## src/rtl/cim_pkg.sv

```systemverilog
// Shared types for the CIM layer scheduling blocks.
package cim_pkg;

  typedef enum logic [3:0] {
    SEQ_IDLE,
    SEQ_WIN,
    SEQ_LOAD,
    SEQ_LOAD_ACK,
    SEQ_LOAD_WAIT,
    SEQ_EXEC,
    SEQ_EXEC_ACK,
    SEQ_EXEC_WAIT,
    SEQ_NEXT,
    SEQ_DONE
  } seq_state_t;

endpackage

```

## src/rtl/conv_layer_seq_pos_counter.sv

```systemverilog
// Raster-order row/column counter over the output feature map.
module pos_counter #(
  parameter int width = 2,
  parameter int height = 2,
  localparam int col_w = (width > 1) ? $clog2(width) : 1,
  localparam int row_w = (height > 1) ? $clog2(height) : 1
) (
  input  logic             clk,
  input  logic             rst,
  input  logic             i_advance,
  output logic [row_w-1:0] o_row,
  output logic [col_w-1:0] o_col,
  output logic             o_last
);

  localparam logic [row_w-1:0] row_max = row_w'(height - 1);
  localparam logic [col_w-1:0] col_max = col_w'(width - 1);

  assign o_last = (o_row == row_max) && (o_col == col_max);

  // The last position wraps both counters so the next layer starts at (0,0).
  always_ff @(posedge clk) begin
    if (rst) begin
      o_row <= '0;
      o_col <= '0;
    end else if (i_advance) begin
      if (o_last) begin
        o_row <= '0;
        o_col <= '0;
      end else if (o_col == col_max) begin
        o_col <= '0;
        o_row <= o_row + row_w'(1);
      end else begin
        o_col <= o_col + col_w'(1);
      end
    end
  end

endmodule

```

## src/rtl/conv_layer_seq.sv

```systemverilog
// Layer scheduler: per output position, fetch window, load crossbars, compute.
module conv_layer_seq
  import cim_pkg::*;
#(
  parameter int image_width = 8,
  parameter int image_height = 8,
  parameter int kernel_dim = 3,
  localparam int out_w = image_width - kernel_dim + 1,
  localparam int out_h = image_height - kernel_dim + 1,
  localparam int row_w = (out_h > 1) ? $clog2(out_h) : 1,
  localparam int col_w = (out_w > 1) ? $clog2(out_w) : 1
) (
  input  logic             clk,
  input  logic             rst,
  input  logic             i_start,
  output logic             o_busy,
  output logic             o_done,
  output logic             o_win_req,
  input  logic             i_win_valid,
  output logic [row_w-1:0] o_row,
  output logic [col_w-1:0] o_col,
  output logic             o_ctrl_start,
  input  logic             i_ctrl_busy,
  output logic             o_cim_start,
  input  logic             i_cim_busy
);

  seq_state_t state, state_next;
  logic       pos_last;

  pos_counter #(
    .width (out_w),
    .height(out_h)
  ) u_pos (
    .clk      (clk),
    .rst      (rst),
    .i_advance(state == SEQ_NEXT),
    .o_row    (o_row),
    .o_col    (o_col),
    .o_last   (pos_last)
  );

  always_ff @(posedge clk) begin
    if (rst) state <= SEQ_IDLE;
    else     state <= state_next;
  end

  // ACK states catch the responder's busy rising; WAIT states catch it falling.
  always_comb begin
    state_next = state;
    case (state)
      SEQ_IDLE:      if (i_start)      state_next = SEQ_WIN;
      SEQ_WIN:       if (i_win_valid)  state_next = SEQ_LOAD;
      SEQ_LOAD:                        state_next = SEQ_LOAD_ACK;
      SEQ_LOAD_ACK:  if (i_ctrl_busy)  state_next = SEQ_LOAD_WAIT;
      SEQ_LOAD_WAIT: if (!i_ctrl_busy) state_next = SEQ_EXEC;
      SEQ_EXEC:                        state_next = SEQ_EXEC_ACK;
      SEQ_EXEC_ACK:  if (i_cim_busy)   state_next = SEQ_EXEC_WAIT;
      SEQ_EXEC_WAIT: if (!i_cim_busy)  state_next = SEQ_NEXT;
      SEQ_NEXT:      state_next = pos_last ? SEQ_DONE : SEQ_WIN;
      SEQ_DONE:                        state_next = SEQ_IDLE;
      default:                         state_next = SEQ_IDLE;
    endcase
  end

  always_comb begin
    o_busy       = (state != SEQ_IDLE);
    o_done       = (state == SEQ_DONE);
    o_win_req    = (state == SEQ_WIN);
    o_ctrl_start = (state == SEQ_LOAD);
    o_cim_start  = (state == SEQ_EXEC);
  end

endmodule

```

## config.mk

```make
export PLATFORM = sky130hd
export DESIGN_NAME = conv_layer_seq
export DESIGN_NICKNAME = d
export VERILOG_FILES = /design/src/rtl/cim_pkg.sv /design/src/rtl/conv_layer_seq_pos_counter.sv /design/src/rtl/conv_layer_seq.sv
export SDC_FILE = /design/constraint.sdc
export NUM_CORES = 1
export LEC_CHECK = 0
export ABC_AREA = 1
export CAP_MARGIN = 10
export CELL_PAD_IN_SITES_DETAIL_PLACEMENT = 1
export CELL_PAD_IN_SITES_GLOBAL_PLACEMENT = 1
export CORE_MARGIN = 5
export CORE_UTILIZATION = 30
export DETAILED_ROUTE_END_ITERATION = 8
export PLACE_DENSITY = 0.71
export SETUP_SLACK_MARGIN = 0.02
export SLEW_MARGIN = 10
export SYNTH_ARGS = -nofsm -noshare
export SYNTH_HDL_FRONTEND = slang
export SYNTH_SLANG_ARGS = --single-unit
```

## constraint.sdc

```tcl
create_clock -name clk -period 1.95 [get_ports clk]
set_clock_uncertainty 0.2 [all_clocks]
set_input_delay 0.195 -clock clk [delete_from_list [all_inputs] [get_ports clk]]
set_output_delay 0.195 -clock clk [all_outputs]
set_load 0.005 [all_outputs]
```

==> flow_summary.toml <==
[placement]
place_area_um2 = 828
portBuffers = 16
place_congestion = 0.712
dp.final_hpwl_mm = 1.40
pre_cts_ws_ns = 0.210

[yosys]
synthFlopType = "dfxtp_1"
synth_top_family_by_area = "simple AND/OR/NAND/NOR gates"
yosysMostFrequentCell = "inv_1"
syn_area_um2 = 634
async_flop_share_pct = 0
syn-num-nets = 108
yosys_warnings = 0
synth_top_area_cell = "dfxtp_1"
synth-compound-area-share_pct = 13.4
synthTopCellsByCount = "inv_1, nand2_1, nor2_1, dfxtp_1, nand3_1"
syn_inst = 100
synth_cell_types = 19
ys_ff_latch = 10
synth_edf_count = 0
synth_top_area_share_pct = 31.6
synth-seq-area-share_pct = 31.6
synth.avg_cell_area_um2 = 6.34
synth_xor_area_share_pct = 1.38
synthTopCellsByArea = "dfxtp_1, inv_1, nand2_1"
synth-simple-area-share_pct = 37.3
synthAdderAreaFrac_pct = 3.94
synthMuxAreaShare_pct = 0

[detailed_routing]
firstDrtPassIters = 4
antenna_left = 0
drtIter0Drc = 8
routedWlPerCell_um = 11.8
viasPerCell = 4.70
num_vias = 696
wl_mm = 1.74
drc_errors = 0

[timing]
fin_ws_ns = 0.154
clock.fmax_mhz = 557
post-route-period-util_pct = 92.1
rsz0062_at_grt = "false"
tns_ns = 0
slew_headroom_pct = 79.5
worst_pin_slew_ns = 0.308
final_hold_viol_count = 0
timing.final.max_slew_violations = 0
setup_violations = 0
period_minus_slack_ns = 1.80

[cells_and_area]
syn2layout_area_growth_pct = 40.6
drive_gt1_share_pct = 14.9
fin_nets = 130
antenna_cells_inserted = 0
design_area_um2 = 892
n_fill_cell = 257

[clock_network]
cts_tree = "built"
cts_max_path_buffers = 2
insertion_delay_ns = 0.27
cts_htree_levels = 1
cts-buffers-inserted = 3
clock_tree.root_cell = "clkbuf_4"
clock_sinks = 10
clkSlewWorstSetupHoldPaths_ns = 0.07

[floorplanning]
ioPinCount = 17
row_count = 16
die_area_um2 = 3130
initial_core_util_pct = 32.0
die_h_um = 56.0
die_w_um = 56.0
core_um2 = 1980

[power]
clock_power_share_pct = 22.0
switchingPower_mw = 0.335
pwr-share-comb_pct = 45.6
peakVddDrop_v = 0.000451
intPower_mw = 0.521
p_seq_share_pct = 32.4
p_per_area_nw_per_um2 = 959
swShare_pct = 39.1
p_leak_nw = 0.454

[critical_path]
crit_path_end_kind = "output port"
crit_path_start_kind = "flop"
worstPathRequired_ns = 1.55
cp_max_fo = 6
cp_data_arrival_time_ns = 1.40
path_class = "reg -> out"

[run_status]
outcome = "complete, no violations"

[global_routing]
grt_pass1_vias = 764
grt_overflow = 0
grt_util_all_layers_pct = 12.6
grt_start_max_net_pins = 8
grt_pass1_wl_mm = 3.18
antenna_found_initial = 0

[hold_path]
holdCritPathClass = "reg -> reg"

[job]
drv_cap = 0
-- critical path, cell delays in order (launching register included) --
cell and delay (ns):
dfxtp_2 0.39, nor2_4 0.05, buf_4 0.14, nand2_1 0.05
clkdlybuf4s50_1 0.49
-- worst paths after layout --
kind,depth (start not counted),from,slack [ns],end
setup / recovery,4,state[2],0.15,o_busy
hold / removal,2,u_pos.o_col[1],0.30,u_pos.o_col[2]
hold reg to reg,2,u_pos.o_col[1],0.30,u_pos.o_col[2]
setup reg to reg,6,state[0],0.43,u_pos.o_row[1]
-- registers in the layout (all words and copies together), names as in the netlist --
| register | count |
|---|---|
| state | 4 |
| u_pos.o_col | 3 |
| u_pos.o_row | 3 |
-- routing by layer --
metal  track usage (%)  vias up  share of wire (%)
met4              5.08        0                1.7
met3              3.25        5                3.1
met2              23.2       11                 49
met5                 0        -                  0
met1              13.4      323                 46
li1                  -      357                  -
-- area by class of cell --
cell class                      count  area [um^2]  area share, %
Clock buffer                        4         36.3           4.07
Inverter                           21         78.8           8.84
Multi-Input combinational cell     69          363           40.7
Sequential cell                    10          206           23.1
Tap cell                           27         33.8           3.79
Timing Repair Buffer               17          174           19.5
-- logic make-up (layout without fill, tap and decap cells) --
| family | after synthesis | in the layout |
|---|---|---|
| AO/OA/AOI/OAI | 16 | 16 |
| AND/OR/NAND/NOR | 50 | 50 |
| flip-flops | 10 | 10 |
| adder cells (fa/ha/maj) | 2 | 2 |
| buffers and inverters | 21 | 42 |
| XOR/XNOR | 1 | 1 |
-- metrics by stage --
stage / utilization [%] / power, mW / hold slack (ns) / std cells
after global routing: 45.0 / 0.935 / 0.331 / 148
after detailed placement: 41.8 / 0.653 / 0.286 / 143
final: 45.0 / 0.855 / 0.298 / 148
after global placement: 41.8 / 0.650 / 0.284 / 143
after CTS: 44.4 / 0.868 / 0.309 / 148
after floorplan: - / 0.513 / 0.0641 / 100
-- layout by cell type (no fill, tap or decap), drive strengths merged --
cell type and count:
inv 21, nand2 17, nor2 17, clkdlybuf4s50 12, nand3 11, dfxtp 10, a21oi 9, o21ai 6
nor3 4, clkbuf 4, dlymetal6s2s 3, ha 2, xor2 1, nand4 1, o22ai 1, dlygate4sd2 1
buf 1
-- repair_timing --
action / in CTS / in global routing
setup endpoints to repair: 4 / 4
hold buffers: 0 / 0
resized for setup: 4 / 6
setup buffers: 1 / 0
pin swaps: 1 / 0
-- power by group through the flow --
stage	clock network (mW)	logic, mW	registers (mW)
3_5_place_dp	0	0.382	0.271
3_3_place_gp	0	0.380	0.270
6_report	0.188	0.390	0.278
4_1_cts	0.195	0.399	0.274
2_1_floorplan	0	0.250	0.263
5_1_grt	0.210	0.441	0.284
(Power assumes the default switching activity.)
